`src/rtl/inst_decode_stage.sv`:
```
`default_nettype none
// ============================================================================
//  Module   : inst_decode_stage
//  Purpose  : Registered instruction-decode stage for the 16-bit RISC core.
//             Splits the instruction into register fields, produces the
//             control flags and ALU control, sign-extends the offset,
//             computes branch/jump targets and holds back a consumer of a
//             just-accepted load for LU_BUBBLES cycles.
//  Ports    : clk, rst             clock, synchronous active-high reset
//             flush                drop held bundle and load-use state
//             in_valid/in_ready    fetch-side handshake (inst, pc)
//             out_valid/out_ready  execute-side handshake (decoded bundle)
//             rs1, rs2, rd         register fields (0 when unused)
//             imm, tgt             sign-extended offset, branch/jump target
//             alu_op, alu_ctl      ALU class and operation code
//             reg_dst .. jmp       control flags
//             illegal              opcode 1110/1111
//  Revision : 1.0  initial release
// ============================================================================
module inst_decode_stage #(
    parameter int WIDTH      = 16,
    parameter int PC_W       = 16,
    parameter int LU_BUBBLES = 1
) (
    input  logic             clk,
    input  logic             rst,
    input  logic             flush,
    input  logic             in_valid,
    output logic             in_ready,
    input  logic [15:0]      inst,
    input  logic [PC_W-1:0]  pc,
    output logic             out_valid,
    input  logic             out_ready,
    output logic [2:0]       rs1,
    output logic [2:0]       rs2,
    output logic [2:0]       rd,
    output logic [WIDTH-1:0] imm,
    output logic [PC_W-1:0]  tgt,
    output logic [1:0]       alu_op,
    output logic [3:0]       alu_ctl,
    output logic             reg_dst,
    output logic             alu_src,
    output logic             m2r,
    output logic             reg_write,
    output logic             mem_read,
    output logic             mem_write,
    output logic             beq,
    output logic             bne,
    output logic             jmp,
    output logic             illegal
);

    localparam int         c_bundle_w = 9 + WIDTH + PC_W + 2 + 4 + 10;
    localparam logic [1:0] c_bubbles  = 2'(LU_BUBBLES);

    localparam logic [3:0] c_op_ldr = 4'h0;
    localparam logic [3:0] c_op_str = 4'h1;
    localparam logic [3:0] c_op_beq = 4'hB;
    localparam logic [3:0] c_op_bne = 4'hC;
    localparam logic [3:0] c_op_jmp = 4'hD;

    // Instruction fields
    logic [3:0] w_opc;
    logic [2:0] w_f_rs1;
    logic [2:0] w_f_rwo;
    logic [2:0] w_f_rd;
    assign w_opc   = inst[15:12];
    assign w_f_rs1 = inst[11:9];
    assign w_f_rwo = inst[8:6];
    assign w_f_rd  = inst[5:3];

    // Offsets and targets
    logic [WIDTH-1:0] w_sext6;
    logic [PC_W-1:0]  w_br_off;
    logic [PC_W-1:0]  w_br_tgt;
    logic [PC_W-1:0]  w_jmp_tgt;
    assign w_sext6   = {{(WIDTH-6){inst[5]}}, inst[5:0]};
    // Word offset scaled to bytes, already in PC width so the add wraps.
    assign w_br_off  = {{(PC_W-7){inst[5]}}, inst[5:0], 1'b0};
    assign w_br_tgt  = pc + PC_W'(2) + w_br_off;
    assign w_jmp_tgt = {pc[PC_W-1:13], inst[11:0], 1'b0};

    // Decoded bundle (combinational)
    logic [2:0]       w_rs1, w_rs2, w_rd;
    logic [WIDTH-1:0] w_imm;
    logic [PC_W-1:0]  w_tgt;
    logic [1:0]       w_alu_op;
    logic [3:0]       w_alu_ctl;
    logic             w_reg_dst, w_alu_src, w_m2r, w_reg_write;
    logic             w_mem_read, w_mem_write, w_beq, w_bne, w_jmp, w_illegal;
    logic             w_use_rs1, w_use_rwo;

    always_comb begin
        w_rs1       = '0;
        w_rs2       = '0;
        w_rd        = '0;
        w_imm       = '0;
        w_tgt       = '0;
        w_alu_op    = 2'b00;
        w_alu_ctl   = 4'b0000;
        w_reg_dst   = 1'b0;
        w_alu_src   = 1'b0;
        w_m2r       = 1'b0;
        w_reg_write = 1'b0;
        w_mem_read  = 1'b0;
        w_mem_write = 1'b0;
        w_beq       = 1'b0;
        w_bne       = 1'b0;
        w_jmp       = 1'b0;
        w_illegal   = 1'b0;
        w_use_rs1   = 1'b0;
        w_use_rwo   = 1'b0;
        case (w_opc)
            c_op_ldr: begin
                w_rs1       = w_f_rs1;
                w_rd        = w_f_rwo;
                w_imm       = w_sext6;
                w_alu_src   = 1'b1;
                w_m2r       = 1'b1;
                w_reg_write = 1'b1;
                w_mem_read  = 1'b1;
                w_alu_op    = 2'b10;
                w_use_rs1   = 1'b1;
            end
            c_op_str: begin
                w_rs1       = w_f_rs1;
                w_rs2       = w_f_rwo;
                w_imm       = w_sext6;
                w_alu_src   = 1'b1;
                w_mem_write = 1'b1;
                w_alu_op    = 2'b10;
                w_use_rs1   = 1'b1;
                w_use_rwo   = 1'b1;
            end
            4'h2, 4'h3, 4'h4, 4'h5, 4'h6, 4'h7, 4'h8, 4'h9, 4'hA: begin
                w_rs1       = w_f_rs1;
                w_rs2       = w_f_rwo;
                w_rd        = w_f_rd;
                w_reg_dst   = 1'b1;
                w_reg_write = 1'b1;
                // ADD..SLT map to 0..7 and HMD (1010) lands on 1000.
                w_alu_ctl   = w_opc - 4'd2;
                w_use_rs1   = 1'b1;
                w_use_rwo   = 1'b1;
            end
            c_op_beq, c_op_bne: begin
                w_rs1     = w_f_rs1;
                w_rs2     = w_f_rwo;
                w_imm     = w_sext6;
                w_tgt     = w_br_tgt;
                w_beq     = (w_opc == c_op_beq);
                w_bne     = (w_opc == c_op_bne);
                w_alu_op  = 2'b01;
                w_alu_ctl = 4'b0001;
                w_use_rs1 = 1'b1;
                w_use_rwo = 1'b1;
            end
            c_op_jmp: begin
                w_jmp = 1'b1;
                w_tgt = w_jmp_tgt;
            end
            default: begin
                w_illegal = 1'b1;
            end
        endcase
    end

    logic [c_bundle_w-1:0] w_bundle;
    assign w_bundle = {w_rs1, w_rs2, w_rd, w_imm, w_tgt, w_alu_op, w_alu_ctl,
                       w_reg_dst, w_alu_src, w_m2r, w_reg_write, w_mem_read,
                       w_mem_write, w_beq, w_bne, w_jmp, w_illegal};

    // Handshake and load-use tracking
    logic                  r_out_valid;
    logic [c_bundle_w-1:0] r_bundle;
    logic                  r_ld_v;
    logic [2:0]            r_ld_rd;
    logic [1:0]            r_cnt;
    logic                  w_hazard;
    logic                  w_accept;

    // Only raised while no stall is already running, so the counter loads
    // once per consumer; the detection cycle is the first lost cycle.
    assign w_hazard = in_valid && r_ld_v && (LU_BUBBLES != 0) && (r_cnt == 2'd0) &&
                      ((w_use_rs1 && (w_f_rs1 == r_ld_rd)) ||
                       (w_use_rwo && (w_f_rwo == r_ld_rd)));

    assign in_ready = !rst && !flush && (r_cnt == 2'd0) && !w_hazard &&
                      (!r_out_valid || out_ready);
    assign w_accept = in_valid && in_ready;

    always_ff @(posedge clk) begin
        if (rst) begin
            r_out_valid <= 1'b0;
            r_bundle    <= '0;
            r_ld_v      <= 1'b0;
            r_ld_rd     <= 3'd0;
            r_cnt       <= 2'd0;
        end else if (flush) begin
            r_out_valid <= 1'b0;
            r_ld_v      <= 1'b0;
            r_cnt       <= 2'd0;
        end else if (w_accept) begin
            r_out_valid <= 1'b1;
            r_bundle    <= w_bundle;
            r_ld_v      <= (w_opc == c_op_ldr);
            r_ld_rd     <= w_f_rwo;
        end else begin
            if (r_out_valid && out_ready) begin
                r_out_valid <= 1'b0;
            end
            // Dropping ld_v when the stall has run its course lets the
            // waiting consumer through on the following cycle.
            if (w_hazard) begin
                r_cnt <= c_bubbles - 2'd1;
                if (c_bubbles == 2'd1) begin
                    r_ld_v <= 1'b0;
                end
            end else if (r_cnt != 2'd0) begin
                r_cnt <= r_cnt - 2'd1;
                if (r_cnt == 2'd1) begin
                    r_ld_v <= 1'b0;
                end
            end
        end
    end

    assign out_valid = r_out_valid;
    assign {rs1, rs2, rd, imm, tgt, alu_op, alu_ctl,
            reg_dst, alu_src, m2r, reg_write, mem_read,
            mem_write, beq, bne, jmp, illegal} = r_bundle;

endmodule
`default_nettype wire

```
`config.mk`:
```
export PLATFORM = sky130hd
export DESIGN_NAME = inst_decode_stage
export DESIGN_NICKNAME = d
export VERILOG_FILES = /design/src/rtl/inst_decode_stage.sv
export SDC_FILE = /design/constraint.sdc
export NUM_CORES = 1
export LEC_CHECK = 0
export ABC_AREA = 1
export CAP_MARGIN = 10
export CORE_MARGIN = 2
export CORE_UTILIZATION = 50
export CTS_BUF_LIST = sky130_fd_sc_hd__clkbuf_4 sky130_fd_sc_hd__clkbuf_8 sky130_fd_sc_hd__clkbuf_16
export CTS_CLUSTER_SIZE = 20
export DETAILED_ROUTE_END_ITERATION = 8
export PLACE_DENSITY = 0.82
export SLEW_MARGIN = 15
export SYNTH_ARGS = -nofsm -noshare
export SYNTH_HDL_FRONTEND = slang
export SYNTH_SLANG_ARGS = --single-unit
```
`constraint.sdc`:
```
create_clock -name clk -period 2.2 [get_ports clk]
set_input_delay 0.33 -clock clk [delete_from_list [all_inputs] [get_ports clk]]
set_output_delay 0.33 -clock clk [all_outputs]
set_load 0.01 [all_outputs]
```
==> impl_metrics.csv <==
group,metric,value,unit
timing,slew_headroom,51.2,%
finish,drive_gt1_share,14.7,%
setup_path,crit_slowest_cell,"clkdlybuf4s50_1",
logic_synthesis,syn_area,0.00369,mm2
setup_path,path_buf_inv,3,
cts,cts_made_buffers,5,
logic_synthesis,avgSynthCellArea,6.23,um2
global_route,antenna_found_initial,0,
cts,clk_pin_slew,0.09,ns
power_and_ir_drop,power_switching_share,32.1,%
routing,drt_wl_total,10700,um
floorplan,rows,31,
cts,h-tree-depth,2,
cts,cts_buffer_depth,2,
finish,fillers,589,
cts,cts_tree,"done",
routing,dr.first_iter.drc_count,243,
placed_design,place_congestion,0.929,
timing,finClkSkew,0.00653,ns
global_route,grt_max_degree,41,
global_route,grt_use_total,25.7,%
setup_path,cp_cell_sequence,"clkdlybuf4s50_1 > ha_1 > inv_1 > fa_2 > inv_2 > nand3_1 > nand3_2 > nand3_2 > nand3_2 > nand2_1 > nand3_1 > nand2_1 > nor2_1 > nor2_1",
power_and_ir_drop,irDropWorstVdd,0.408,mV
logic_synthesis,syn_inst,593,
power_and_ir_drop,power,2.52,mW
finish,utilization,75.1,%
hold_path,min_path_type,"register to register",
setup_path,critPathRequiredTime,2.41,ns
logic_synthesis,synth_cell_types,34,
timing,fin_crit_sh,98.3,%
global_route,grt-ovfl-total,0,
timing,timing_hold_violations_final,0,
setup_path,critPathTopFamily,"adder cells",
setup_path,critPathMaxStageDelay,0.47,ns
setup_path,worstPathArrival,2.37,ns
logic_synthesis,synthTopCellsByArea,"dfxtp_1 29%, nand2_1 17%, ha_1 10%",
power_and_ir_drop,power.density,465,mW/mm2
cts,cts.sinks,53,
logic_synthesis,synth.largest_area_cell,"dfxtp_1",
timing,tns,0,ns
setup_path,crit_path_max_fanout,5,
power_and_ir_drop,pwr-share-seq,40.8,%
routing,drc_errors,0,
floorplan,die-width,90.0,um
logic_synthesis,yosysTopAreaCellShare,28.7,%
floorplan,start_util,51.2,%
power_and_ir_drop,combPwrFrac,36.9,%
power_and_ir_drop,p_leak,2.74,nW
finish,syn_to_final_growth,46.7,%
floorplan,core_area,0.00721,mm2
cts,holdBufCountCts,0,
flow_run,drv_cap,0,
power_and_ir_drop,p_sw,0.810,mW
outcome,status,"finished, final reports clean",
routing,vias_per_cell,5.01,
setup_path,cpMostUsedCell,"nand3_2",
cts,clk_root_buffer_cell,"clkbuf_8",
cts,clk_latency,0.30,ns
routing,wl_met1,4850,um
placed_design,placed_cells,822,
timing,fin_crit,2.16,ns
routing,highest_layer,"met4",
logic_synthesis,synth_warnings,0,
routing,wl_per_cell,12.8,um
setup_path,r2r_slack,0.47,ns
placed_design,dp_hpwl,8050,um
finish,final_nets,801,
routing,dr.pass1.iters,5,
routing,wl_met3,642,um
placed_design,post_dp_cell_area,0.00511,mm2
floorplan,io_pins,96,
routing,final_antenna_net_count,0,
routing,vias,4169,
finish,num_antenna_cells,0,
global_route,grt_pass1_wl,17300,um
finish,stdcell_area,0.00542,mm2
floorplan,dieHeight,90.0,um
timing,finalSetupViolations,0,
logic_synthesis,ys_seq_area_share,28.7,%
floorplan,dieArea,0.00809,mm2
timing,worstMarginPinSlew,0.731,ns
placed_design,port_buffers,95,
logic_synthesis,synth.net_count,661,
routing,met2_length,4810,um
timing,clock.fmax,462,MHz
global_route,first_global_vias,3803,
finish,final_cells,832,
timing,finalMaxSlewViolations,0,
logic_synthesis,ys_seq_elements,53,
setup_path,endpoint_kind,"register",
power_and_ir_drop,p_int,1.71,mW
power_and_ir_drop,power_frac_clock,22.3,%
setup_path,crit_type,"input pin to register",
setup_path,startpoint_type,"input pin",
==> cells in the mapped netlist <==
library cell    n
a21oi_2         1
nand4_2         1
inv_1         100
and3_1          1
ha_1           30
a22o_1          1
buf_4          13
nor2_1         94
fa_1            1
dfxtp_1        53
nor3_1          3
a21oi_1        25
o21bai_1        1
xnor2_1         2
nand3b_1        1
a21o_1          1
nand2_1       165
clkbuf_1        8
and2_1          1
nand2_2         4
clkinv_1        1
xor2_1          3
inv_2           1
nand3_1        20
o21ai_1         3
o31ai_1         1
nand4_1        16
buf_6           3
a211oi_1        1
o32ai_1         1
nor2_4          2
o21ai_0        22
o22ai_1         8
buf_2           5
==> logic make-up (layout without fill, tap and decap cells) <==
| kind of cell | count (synthesis) | after routing | synth area share [%] |
|---|---|---|---|
| AO/OA/AOI/OAI | 65 | 65 | 9.65 |
| XOR/XNOR | 5 | 5 | 1.19 |
| adder cells (fa/ha/maj) | 31 | 31 | 10.7 |
| buffers and inverters | 131 | 271 | 15.4 |
| flip-flops | 53 | 53 | 28.7 |
| AND/OR/NAND/NOR | 308 | 308 | 34.3 |
==> final cells by class <==
type	count	area [um2]	area share, %
clock buffer	6	82.6	1.52
clock inverter	1	7.51	0.139
inverter	102	383	7.06
multi-input combinational	409	2250	41.6
sequential	53	1060	19.6
tap	99	124	2.29
timing repair buffer	162	1510	27.8
==> registers in the layout, summed over array words and instances, names as in the netlist <==
signal     count
r_bundle      46
out_valid      1
r_ld_v         1
r_cnt          2
r_ld_rd        3
==> repair_timing <==
action	in CTS	in global routing
setup buffers	0	2
gates resized for setup	14	26
cloned	0	1
endpoints found under the setup margin	9	12
pin swaps	1	2
==> power by group through the flow <==
stage | Combinational (mW) | Sequential (mW) | Clock (mW)
2_1_floorplan | 0.425 | 1.06 | 0
4_1_cts | 0.866 | 1.03 | 0.577
3_5_place_dp | 0.836 | 1.05 | 0
6_report | 0.930 | 1.03 | 0.563
3_3_place_gp | 0.816 | 1.05 | 0
5_1_grt | 1.02 | 1.03 | 0.617
==> through the flow <==
step | hold slack, ns | worst slack (ns)
floorplan | 0.428 | 0.235
global placement | 0.443 | -0.419
detailed placement | 0.462 | -0.435
CTS | 0.476 | 0.00870
global route | 0.495 | -0.0637
finish | 0.474 | 0.0366
==> layout by cell type, fill, tap and decap left out, types with 4 or more instances in the layout <==
cell / n
clkbuf_8: 6
nor2_1: 93
nand4_1: 16
dlymetal6s2s_1: 6
inv_1: 98
ha_4: 10
buf_4: 62
clkdlybuf4s50_1: 85
a21oi_1: 23
o21ai_0: 22
nand2_2: 6
nand2_1: 163
o22ai_1: 8
nand3_2: 5
dfxtp_1: 53
dlygate4sd2_1: 4
ha_1: 19
nand3_1: 15
==> worst min-delay path, stage by stage (launching register included) <==
cell and delay (ns):
dfxtp_1 0.32, nand2_1 0.06, o31ai_1 0.05
==> per-layer routing <==
metal  vias up  track usage, %
met5         -               0
li1       2108               -
met1      1865            34.3
met4         0            8.46
met2       159            42.9
met3        37            3.69
==> worst paths after layout <==
path	from	end	cells past startpoint
worst min register to register	r_cnt[1]	r_cnt[1]	2
worst max-delay path	inst[2]	r_bundle[30]	14
worst min-delay path	r_cnt[1]	r_cnt[1]	2
worst max register to register	r_cnt[0]	r_bundle[33]	11
(Power assumes the default switching activity.)
